File: src/rtl/gray_counter.sv
// Up/down binary counter with a registered Gray-code view of the same count.
// Define GRAY_COUNTER_SAT_EN to saturate at the terminal values instead of wrapping.
module gray_counter #(
  parameter int WIDTH = 4
) (
  input  logic             clk,
  input  logic             rst,
  input  logic             en,
  input  logic             up,
  input  logic             load,
  input  logic [WIDTH-1:0] load_bin,
  output logic [WIDTH-1:0] gray,
  output logic [WIDTH-1:0] bin,
  output logic             wrap
);

  localparam logic [WIDTH-1:0] ONE = WIDTH'(1);

  logic [WIDTH-1:0] bin_next;
  logic             wrap_next;
  logic             terminal;

  // Terminal means the next step in the current direction would leave the range.
  assign terminal = up ? (&bin) : ~(|bin);

  always_comb begin
    bin_next  = bin;
    wrap_next = 1'b0;
    if (load) begin
      bin_next = load_bin;
    end else if (en) begin
      wrap_next = terminal;
`ifdef GRAY_COUNTER_SAT_EN
      if (!terminal) begin
        bin_next = up ? (bin + ONE) : (bin - ONE);
      end
`else
      bin_next = up ? (bin + ONE) : (bin - ONE);
`endif
    end
  end

  // Gray is derived from bin_next so both registers always describe the same count.
  always_ff @(posedge clk) begin
    if (rst) begin
      bin  <= '0;
      gray <= '0;
      wrap <= 1'b0;
    end else begin
      bin  <= bin_next;
      gray <= bin_next ^ (bin_next >> 1);
      wrap <= wrap_next;
    end
  end

endmodule

File: config.mk
export PLATFORM = sky130hd
export DESIGN_NAME = gray_counter
export DESIGN_NICKNAME = d
export VERILOG_FILES = /design/src/rtl/gray_counter.sv
export SDC_FILE = /design/constraint.sdc
export NUM_CORES = 1
export LEC_CHECK = 0
export CORE_AREA = 4 4 41 43
export CTS_BUF_LIST = sky130_fd_sc_hd__clkbuf_16
export CTS_CLUSTER_DIAMETER = 30
export DETAILED_ROUTE_END_ITERATION = 10
export DIE_AREA = 0 0 45 47
export PLACE_DENSITY_LB_ADDON = 0.25
export SETUP_SLACK_MARGIN = 0.2
export SKIP_LAST_GASP = 1
export SLEW_MARGIN = 20
export SYNTH_ARGS = -nofsm -noshare
export SYNTH_HDL_FRONTEND = slang
export SYNTH_SLANG_ARGS = --single-unit
export TNS_END_PERCENT = 50
File: constraint.sdc
create_clock -name clk -period 4.9 [get_ports clk]
set_input_delay 0.49 -clock clk [delete_from_list [all_inputs] [get_ports clk]]
set_output_delay 0.49 -clock clk [all_outputs]
set_load 0.01 [all_outputs]
==> results of run 1 <==
power by group:
part           switching, mW  internal (mW)
sequential           0.00612         0.0721
combinational         0.0247         0.0335
clock                 0.0294          0.105
total                 0.0602          0.211
synth_stat cells:
master     n
buf_2      1
o21ai_0    1
inv_1      2
a21oi_1    3
o21bai_1   1
xnor2_1    2
nor4b_1    1
buf_4      2
mux2_2     1
and2_1     1
or3_1      2
a211oi_1   1
fa_1       1
a31oi_1    1
nand3_1    1
nor2_1     6
nand4_1    1
a22oi_1    1
mux2i_1    3
nor4bb_1   1
xor2_1     1
nor3b_1    1
nand3b_1   1
nor4_1     1
a21o_1     1
nand3_2    1
a221o_1    1
dfxtp_1    8
ha_1       2
o2bb2ai_1  1
or4b_1     1
routing by layer:
| layer | global-route usage, % | up-vias | part of all wire (%) |
|---|---|---|---|
| li1 | - | 225 | - |
| met5 | 0 | - | 0 |
| met4 | 3.51 | 0 | 0 |
| met2 | 17.8 | 15 | 47 |
| met3 | 6.13 | 0 | 9.9 |
| met1 | 13.0 | 209 | 43 |
layout by cell type, fill, tap and decap left out:
cell type         n
a211oi_1          1
ha_1              2
dfxtp_1           8
a221o_1           1
mux2i_1           3
a21o_1            1
fa_1              1
clkdlybuf4s50_1  17
o21bai_1          1
or4b_1            1
nor4b_1           1
xnor2_1           2
and2_1            1
mux2_2            1
nor4_1            1
o21ai_0           1
a22oi_1           1
nor2_1            6
nand3_2           1
or3_1             2
nor3b_1           1
a21oi_1           3
nand4_1           1
clkbuf_16         3
nor4bb_1          1
o2bb2ai_1         1
nand3b_1          1
xor2_1            1
nand3_1           1
a31oi_1           1
inv_1             2
flip-flops by register name, summed over array words and instances, names as in the netlist:
register  cells
gray          4
bin           3
wrap          1
layout make-up:
| cell class | instances | area (um^2) | share of cell area, % |
|---|---|---|---|
| flip-flops and latches | 8 | 160 | 21.9 |
| inverters | 2 | 7.51 | 1.03 |
| clock buffers | 3 | 75.1 | 10.3 |
| multi-input cells | 39 | 300 | 41.0 |
| well taps | 15 | 18.8 | 2.56 |
| repair buffers | 17 | 170 | 23.2 |
worst max path at each step:
stage	to	cells after the start
after global placement	gray[0]	7
after CTS	gray[1]	7
final	gray[1]	7
after floorplan	gray[1]	6
after detailed placement	gray[1]	7
after global routing	gray[1]	7
worst register-to-register path, cell delays in order (launching register included):
cell	delay, ns
dfxtp_1	0.46
fa_1	0.47
mux2_2	0.27
mux2i_1	0.26
o21ai_0	0.15
a21oi_1	0.13
through the flow:
stage	cells	power (mW)	hold slack, ns	utilization (%)
finish	84	0.271	0.718	56.3
global route	84	0.283	0.772	56.3
CTS	84	0.274	0.720	56.3
detailed placement	81	0.137	0.717	50.5
global placement	81	0.137	0.700	50.5
floorplan	52	0.112	0.559	-
cells by family after synthesis:
kind of cell,Yosys count
multiplexers,4
flip-flops,8
buffers and inverters,5
adder cells (fa/ha/maj),3
AND/OR/NAND/NOR,18
AO/OA/AOI/OAI,11
XOR/XNOR,3
==> metrics.csv, run 1 <==
stage;metric;value;unit
clock_tree;cts_sinks;8;
setup_path;cp-startpoint;up;
sta;fmax;433;MHz
floorplanning;core-area;0.00130;mm^2
pwr;p_leak;0.303;nW
setup_path;cp_cell_sequence;clkdlybuf4s50_1 > inv_1 > fa_1 > mux2_2 > mux2i_1 > o21ai_0 > a21oi_1;
pwr;cellPowerDensity;370;mW/mm^2
placed_design;gp_congestion;0.696;
final_layout;finalNetCount;83;
grt;grt_max_degree;12;
synthesis;syn-cell-area;488;um^2
synthesis;synthMuxAreaShare;8.46;%
setup_path;rr_worst_depth;5;
clock_tree;cts_max_path_buffers;2;
flow_run;timing.max_cap.violations;0;
synthesis;ys_ff_latch;8;
setup_path;cp_num_buf_inv;2;
grt;grt_util_all_layers;11.2;%
grt;grt_antenna_before_repair;0;
setup_path;endpoint_kind;flip-flop;
clock_tree;post-cts-setup-buffers;0;
run_status;status;finished clean;
placed_design;place_area;657;um^2
placed_design;numPortBuffers;17;
setup_path;reg2reg_to;gray[1];
routing;first_iter_violations;8;
synthesis;synth_top_area_share;32.8;%
routing;drt_wl_total;1.04;mm
sta;finalWorstSetupSlack;2.59;ns
synthesis;synth_nets;64;
floorplanning;rows;13;
sta;hold_violations;0;
synthesis;synth-xor-area-share;5.38;%
synthesis;yosys.area.top_type;dfxtp_1;
floorplanning;start_util;37.5;%
setup_path;path_class;primary input to flip-flop;
clock_tree;clk_latency;0.23;ns
floorplanning;die_w;45;um
setup_path;cp-start-kind;primary input;
pwr;ir_drop;0.000253;V
routing;drc_errors;0;
grt;grt_overflow;0;
sta;setup_viol_count_final;0;
floorplanning;die_h;47;um
clock_tree;clk_pin_slew;0.04;ns
floorplanning;ios;18;
min_path;min_to;wrap;
routing;wl_per_cell;12.4;um
sta;fin_crit;2.31;ns
synthesis;synth-simple-area-share;23.1;%
sta;grt_setup_unrepaired;false;
synthesis;syn_avg_cell_area;9.38;um^2
synthesis;netlist_instances;52;
min_path;min_from;bin[2];
synthesis;synth-compound-area-share;15.4;%
routing;viasPerCell;5.35;
final_layout;drive_gt1_share;7.25;%
setup_path;cpMaxStageDelayCell;clkdlybuf4s50_1;
synthesis;synth.distinct_cells;31;
synthesis;ys_seq_area_share;32.8;%
clock_tree;cts_tree;yes;
routing;drtPass1Iterations;4;
setup_path;cp_top_family;buffers and inverters;
grt;grt_pass1_wl;1.67;mm
clock_tree;ctsResizeCount;0;
min_path;hold_path.class;flip-flop to flip-flop;
setup_path;max_stage_delay;0.54;ns
synthesis;synth_top_family_by_area;simple AND/OR/NAND/NOR gates;
routing;ant_nets;0;
final_layout;area_growth;50.0;%
sta;finalCritPeriodShare;47.2;%
synthesis;ys_warn_count;0;
clock_tree;hold_buffers;0;
sta;tns;0;ns
final_layout;n_antenna_cell;0;
sta;tightest_slew;0.422;ns
setup_path;reg2reg_from;bin[0];
setup_path;critPathArrivalTime;2.47;ns
min_path;whs_path_depth;4;
clock_tree;cts_root_buffer;clkbuf_16;
placed_design;dpl_worst_slack;2.38;ns
synthesis;synth_area_leaders;dfxtp_1 (33%), mux2i_1 (6.2%), ha_1 (5.1%);
setup_path;required;5.06;ns
clock_tree;h-tree-depth;1;
routing;num_vias;449;
sta;max_slew_margin;71.7;%
synthesis;yosys.area_share.adder;9.23;%
final_layout;fillers;126;
sta;maxSlewViolCount;0;
clock_tree;cts_made_buffers;3;
grt;grt_pass1_vias;400;
sta;fin_skew;0.00110;ns
setup_path;reg2reg_slack;3.09;ns
final_layout;post-route-cell-area;732;um^2
placed_design;place_hpwl;778;um
floorplanning;design.die.area;0.00212;mm^2
setup_path;critical_path.max_fanout;5;
Note: power is estimated with default switching activity, not from simulation.
==> inputs of run 2 (changes only) <==
==> constraint.sdc (replaced) <==
create_clock -name clk -period 2.2 [get_ports clk]
set_input_delay 0.22 -clock clk [delete_from_list [all_inputs] [get_ports clk]]
set_output_delay 0.22 -clock clk [all_outputs]
set_load 0.01 [all_outputs]
==> metrics.csv, run 2 (synthesized netlist as in run 1, its figures left out) <==
stage;metric;value;unit;change
run_status;status;finished clean;;
sta;tightest_slew;0.285;ns;-0.137 ns
clock_tree;clk_latency;0.23;ns;about the same
min_path;whs_path_depth;5;;+1
setup_path;cp_top_family;adder cells;;
floorplanning;rows;13;;unchanged
routing;first_iter_violations;4;;-4
routing;drtPass1Iterations;4;;unchanged
floorplanning;design.die.area;0.00212;mm^2;unchanged
final_layout;final_cell_mix;clkdlybuf4s50_1 (16), dfxtp_1 (8), nor2_1 (6), buf_4 (5);;
sta;fin_skew;0.00117;ns;+0.0000671 ns
grt;grt_pass1_wl;1.74;mm;+4.1%
routing;ant_nets;0;;unchanged
setup_path;rr_worst_depth;6;;+1
sta;max_slew_margin;80.9;%;+9.3 points
routing;viasPerCell;5.30;;-0.78%
pwr;ir_drop;0.000441;V;+74%
pwr;combPwrFrac;23.2;%;+1.7 points
clock_tree;clk_pin_slew;0.03;ns;about the same
final_layout;layout_commonest_cell;clkdlybuf4s50_1;;
min_path;min_to;wrap;;
sta;hold_violations;0;;unchanged
grt;grt_max_degree;11;;-1
routing;wl_per_cell;12.3;um;-0.45%
setup_path;path_class;flip-flop to flip-flop;;
pwr;p_leak;0.336;nW;+11%
final_layout;largest_reg_flops;4;;unchanged
min_path;hold_path.class;primary input to flip-flop;;
setup_path;cp_num_buf_inv;1;;-1
floorplanning;die_w;45;um;unchanged
sta;setup_viol_count_final;0;;unchanged
setup_path;reg2reg_from;bin[0];;
final_layout;fin_cells;89;;+6.0%
grt;use_met2;17.8;%;unchanged
setup_path;reg2reg_to;gray[1];;
final_layout;n_antenna_cell;0;;unchanged
setup_path;critical_path.max_fanout;7;;+2
clock_tree;cts_tree;yes;;
sta;fin_crit;1.79;ns;
sta;fmax;559;MHz;
setup_path;critPathArrivalTime;1.95;ns;-0.52 ns
clock_tree;cts_made_buffers;3;;unchanged
pwr;p_switching;137;uW;+130%
setup_path;cpMaxStageDelayCell;fa_1;;
setup_path;cp-start-kind;flip-flop;;
grt;met3_usage;5.75;%;-0.38 points
setup_path;required;2.36;ns;-2.70 ns
placed_design;dp.cells;86;;+6.2%
sta;finalCritPeriodShare;81.3;%;
floorplanning;core-area;0.00130;mm^2;unchanged
pwr;clkPwrFrac;48.3;%;-1.3 points
placed_design;gp_congestion;0.705;;+1.3%
final_layout;area_growth;60.0;%;
floorplanning;ios;18;;unchanged
final_layout;drive_gt1_share;17.6;%;+10 points
pwr;p_seq_share;28.5;%;-0.4 points
routing;num_vias;472;;+5.1%
flow_run;timing.max_cap.violations;0;;unchanged
placed_design;numPortBuffers;17;;unchanged
final_layout;finalNetCount;88;;+6.0%
setup_path;endpoint_kind;flip-flop;;
clock_tree;post-cts-setup-buffers;0;;unchanged
routing;drc_errors;0;;unchanged
sta;tns;0;ns;unchanged
floorplanning;start_util;37.5;%;unchanged
setup_path;reg2reg_slack;0.41;ns;-2.68 ns
grt;grt_pass1_vias;412;;+3.0%
setup_path;cp_cell_sequence;fa_1 > mux2_2 > mux2i_1 > buf_4 > or3_1 > a21oi_2;;
sta;grt_setup_unrepaired;false;;
grt;grt_overflow;0;;unchanged
grt;grt_util_met1;14.1;%;+1.1 points
setup_path;max_stage_delay;0.53;ns;about the same
final_layout;fillers;124;;-1.6%
clock_tree;cts_root_buffer;clkbuf_16;;
clock_tree;h-tree-depth;1;;unchanged
pwr;cellPowerDensity;786;mW/mm^2;+110%
grt;gr-max-usage-layer;met2;;
grt;grt_antenna_before_repair;0;;unchanged
sta;maxSlewViolCount;0;;unchanged
floorplanning;die_h;47;um;unchanged
min_path;min_from;up;;
grt;grt_util_all_layers;11.7;%;+0.54 points
clock_tree;cts_sinks;8;;unchanged
final_layout;reg_top3;gray: 4 flops, bin: 3 flops, wrap: 1 flops;;
routing;drt_wl_total;1.10;mm;+5.5%
pwr;cell_internal_pwr;478;uW;+130%
final_layout;top_register;gray;;
clock_tree;cts_max_path_buffers;2;;unchanged
pwr;swShare;22.2;%;about the same
## run 2: final cells by class
| cell class | count | area (um^2) | share of cell area (%) |
|---|---|---|---|
| Clock buffer | 3 | 75.1 | 9.62 |
| Inverter | 2 | 7.51 | 0.962 |
| Multi-Input combinational cell | 39 | 309 | 39.6 |
| Sequential cell | 8 | 160 | 20.5 |
| Tap cell | 15 | 18.8 | 2.40 |
| Timing Repair Buffer | 22 | 210 | 26.9 |
## run 2: repair_timing
item,4_1_cts,5_1_grt
resized for setup,0,4
endpoints found under the setup margin,0,4
hold endpoints to repair,0,0
hold buffers,0,0
## run 2: worst max path at each step
stage | start | end | slack [ns] | cells past startpoint
after floorplan | bin[0] | gray[1] | 0.48 | 5
after global placement | up | gray[1] | 0.03 | 8
after detailed placement | up | gray[1] | 0.003 | 8
after CTS | up | gray[1] | 0.21 | 8
after global routing | bin[0] | gray[1] | 0.27 | 6
final | bin[0] | gray[1] | 0.41 | 6
## run 2: routing by layer
layer  part of all wire (%)  routed length (um)
met1                     42                 465
met2                     47                 513
met3                    9.9                 109
met4                   0.82                   9
met5                      0                   0
## run 2: worst register-to-register path: stages, from the launching register on
cell and delay [ns]:
dfxtp_1 0.38, fa_1 0.53, mux2_2 0.14, mux2i_1 0.06
buf_4 0.15, or3_1 0.32, a21oi_2 0.14
## run 2: per-stage QoR
step | hold WS [ns] | setup WS (ns) | total power, mW | util, % | instance area, um^2
final | 0.545 | 0.411 | 0.614 | 60.0 | 781
after global routing | 0.630 | 0.271 | 0.646 | 60.0 | 781
after CTS | 0.670 | 0.212 | 0.620 | 59.1 | 769
after detailed placement | 0.688 | 0.00293 | 0.315 | 53.4 | 694
after global placement | 0.683 | 0.0269 | 0.313 | 53.4 | 694
after floorplan | 0.289 | 0.479 | 0.249 | - | 488
## run 2: power groups by stage
stage	registers, mW	clock network, mW	logic [mW]
final	0.175	0.296	0.143
after global routing	0.177	0.312	0.156
after CTS	0.175	0.305	0.140
after detailed placement	0.177	0	0.138
after global placement	0.177	0	0.137
after floorplan	0.182	0	0.0675
==> inputs of run 3 (changes only) <==
--- a/config.mk
+++ b/config.mk
@@ -5,11 +5,11 @@
 export SDC_FILE = /design/constraint.sdc
 export NUM_CORES = 1
 export LEC_CHECK = 0
-export CORE_AREA = 4 4 41 43
+export CORE_MARGIN = 4
+export CORE_UTILIZATION = 37
 export CTS_BUF_LIST = sky130_fd_sc_hd__clkbuf_16
 export CTS_CLUSTER_DIAMETER = 30
 export DETAILED_ROUTE_END_ITERATION = 10
-export DIE_AREA = 0 0 45 47
 export PLACE_DENSITY_LB_ADDON = 0.25
 export SETUP_SLACK_MARGIN = 0.2
 export SKIP_LAST_GASP = 1
==> constraint.sdc (replaced) <==
create_clock -name clk -period 1.5 [get_ports clk]
set_input_delay 0.15 -clock clk [delete_from_list [all_inputs] [get_ports clk]]
set_output_delay 0.15 -clock clk [all_outputs]
set_load 0.01 [all_outputs]
==> metrics.csv, run 3 (synthesized netlist as in run 1, its figures left out) <==
stage;metric;value;unit;change
run_status;status;complete, but fails checks;;
run_status;violations;setup timing;;
pwr;cellPowerDensity;1080;mW/mm^2;+37%
grt;grt_util_all_layers;20.9;%;+9.2 points
grt;grt_overflow;0;;unchanged
final_layout;largest_reg_flops;4;;unchanged
sta;finalWorstSetupSlack;-0.219;ns;-0.631 ns
placed_design;place_hpwl;930;um;
routing;ant_nets;0;;unchanged
floorplanning;ios;18;;unchanged
setup_path;critPathArrivalTime;1.89;ns;-0.06 ns
pwr;ir_drop;0.000905;V;+110%
placed_design;numPortBuffers;17;;unchanged
routing;first_iter_violations;26;;+22
routing;num_vias;568;;+20%
min_path;whs_path_depth;3;;-2
final_layout;top_register;gray;;
placed_design;gp_congestion;0.872;;+24%
floorplanning;start_util;41.7;%;+4.2 points
final_layout;n_antenna_cell;0;;unchanged
flow_run;timing.max_cap.violations;0;;unchanged
final_layout;drive_gt1_share;44.8;%;+27 points
clock_tree;cts_made_buffers;3;;unchanged
sta;tightest_slew;0.251;ns;-0.0345 ns
floorplanning;rows;12;;-1
setup_path;cp-start-kind;flip-flop;;
final_layout;final_cell_mix;clkdlybuf4s50_1 (16), buf_4 (16), dfxtp_1 (6), nor2_1 (5), clkbuf_16 (3);;
setup_path;reg2reg_slack;-0.22;ns;-0.63 ns
setup_path;required;1.67;ns;-0.69 ns
routing;viasPerCell;5.62;;+6.0%
grt;grt_pass1_vias;595;;+44%
sta;max_slew_margin;82.9;%;+2.0 points
floorplanning;core-area;0.00117;mm^2;-10%
clock_tree;cts_max_path_buffers;2;;unchanged
final_layout;area_growth;100;%;
sta;fmax;582;MHz;+4.0%
pwr;p_leak;0.408;nW;+21%
final_layout;finalNetCount;100;;+14%
sta;setup_viol_count_final;6;;+6
clock_tree;hold_buffers;0;;unchanged
setup_path;critical_path.max_fanout;4;;-3
floorplanning;die_w;44.3;um;-1.5%
routing;wl_per_cell;19.3;um;+57%
pwr;power;1.05;mW;+72%
setup_path;endpoint_kind;flip-flop;;
clock_tree;cts_tree;yes;;
placed_design;dp.cells;93;;+8.1%
clock_tree;clk_latency;0.24;ns;about the same
clock_tree;cts_root_buffer;clkbuf_16;;
sta;fin_crit;1.72;ns;-0.0694 ns
floorplanning;die_h;44.3;um;-5.7%
setup_path;path_class;flip-flop to flip-flop;;
sta;maxSlewViolCount;0;;unchanged
sta;grt_setup_unrepaired;true;;
placed_design;dpl_worst_slack;-0.565;ns;-0.568 ns
setup_path;cp-startpoint;bin[1];;
min_path;min_from;load_bin[0];;
min_path;min_to;bin[0];;
grt;grt_pass1_wl;2.80;mm;+61%
sta;finalCritPeriodShare;115;%;+33 points
clock_tree;cts_sinks;8;;unchanged
setup_path;reg2reg_from;bin[1];;
grt;grt_antenna_before_repair;0;;unchanged
sta;fin_skew;0.00219;ns;+0.00102 ns
min_path;hold_path.class;primary input to flip-flop;;
clock_tree;h-tree-depth;1;;unchanged
floorplanning;design.die.area;0.00196;mm^2;-7.1%
routing;drc_errors;0;;unchanged
routing;drt_wl_total;1.95;mm;+78%
final_layout;fin_cells;101;;+13%
setup_path;rr_worst_depth;6;;unchanged
sta;hold_violations;0;;unchanged
routing;drtPass1Iterations;4;;unchanged
final_layout;reg_top3;gray: 4 flops, bin: 3 flops, wrap: 1 flops;;
clock_tree;clk_pin_slew;0.04;ns;about the same
grt;grt_max_degree;11;;unchanged
setup_path;reg2reg_to;gray[1];;
==> run 3: changes by cell type in the layout (fill, tap and decap cells not counted), moves of 2 or more <==
cell     delta
dfxtp_4     +2
dfxtp_1     -2
ha_1        -2
ha_4        +2
buf_4      +11
==> run 3: where the power goes <==
part | internal, mW | total, mW | switching [mW]
clock | 0.348 | 0.459 | 0.112
combinational | 0.193 | 0.346 | 0.152
sequential | 0.236 | 0.248 | 0.0125
==> run 3: per-layer routing <==
layer | share of wire [%] | GRT usage (%)
met3 | 7.8 | 6.91
met4 | 1.9 | 11.4
met1 | 40 | 22.2
met5 | 0 | 0
met2 | 50 | 36.0
==> run 3: worst max-delay path, stage by stage, from the launching register on <==
cell      delay, ns
dfxtp_4        0.35
fa_2           0.42
xnor2_2        0.16
a211oi_2       0.08
buf_4          0.15
or3_4          0.37
a21oi_2        0.13
==> run 3: what timing repair did <==
action,in CTS,in global routing
gates resized for setup,10,9
pin swaps,8,3
cloned,0,0
endpoints found under the setup margin,12,12
setup buffers,2,2
==> run 3: layout make-up <==
type	instances	area [um^2]
tap	14	17.5
clock inverter	1	3.75
multi-input combinational	39	404
timing repair buffer	34	300
inverter	2	7.51
sequential	8	168
fill	66	195
clock buffer	3	75.1
==> run 3: metrics by stage <==
step	cell area, um^2	utilization (%)	hold WS [ns]	setup TNS (ns)
floorplan	509	-	0.213	-0.105
CTS	922	78.7	0.568	-0.680
detailed placement	774	66.1	0.665	-2.69
global placement	774	66.1	0.665	-2.59
global route	976	83.3	0.630	-1.11
finish	976	83.3	0.588	-0.834
==> run 3: worst max-delay path by stage <==
stage,end,slack (ns)
4_1_cts,gray[1],-0.23
6_report,gray[1],-0.22
5_1_grt,gray[1],-0.27
2_1_floorplan,gray[1],-0.05
3_3_place_gp,gray[1],-0.54
3_5_place_dp,gray[1],-0.56
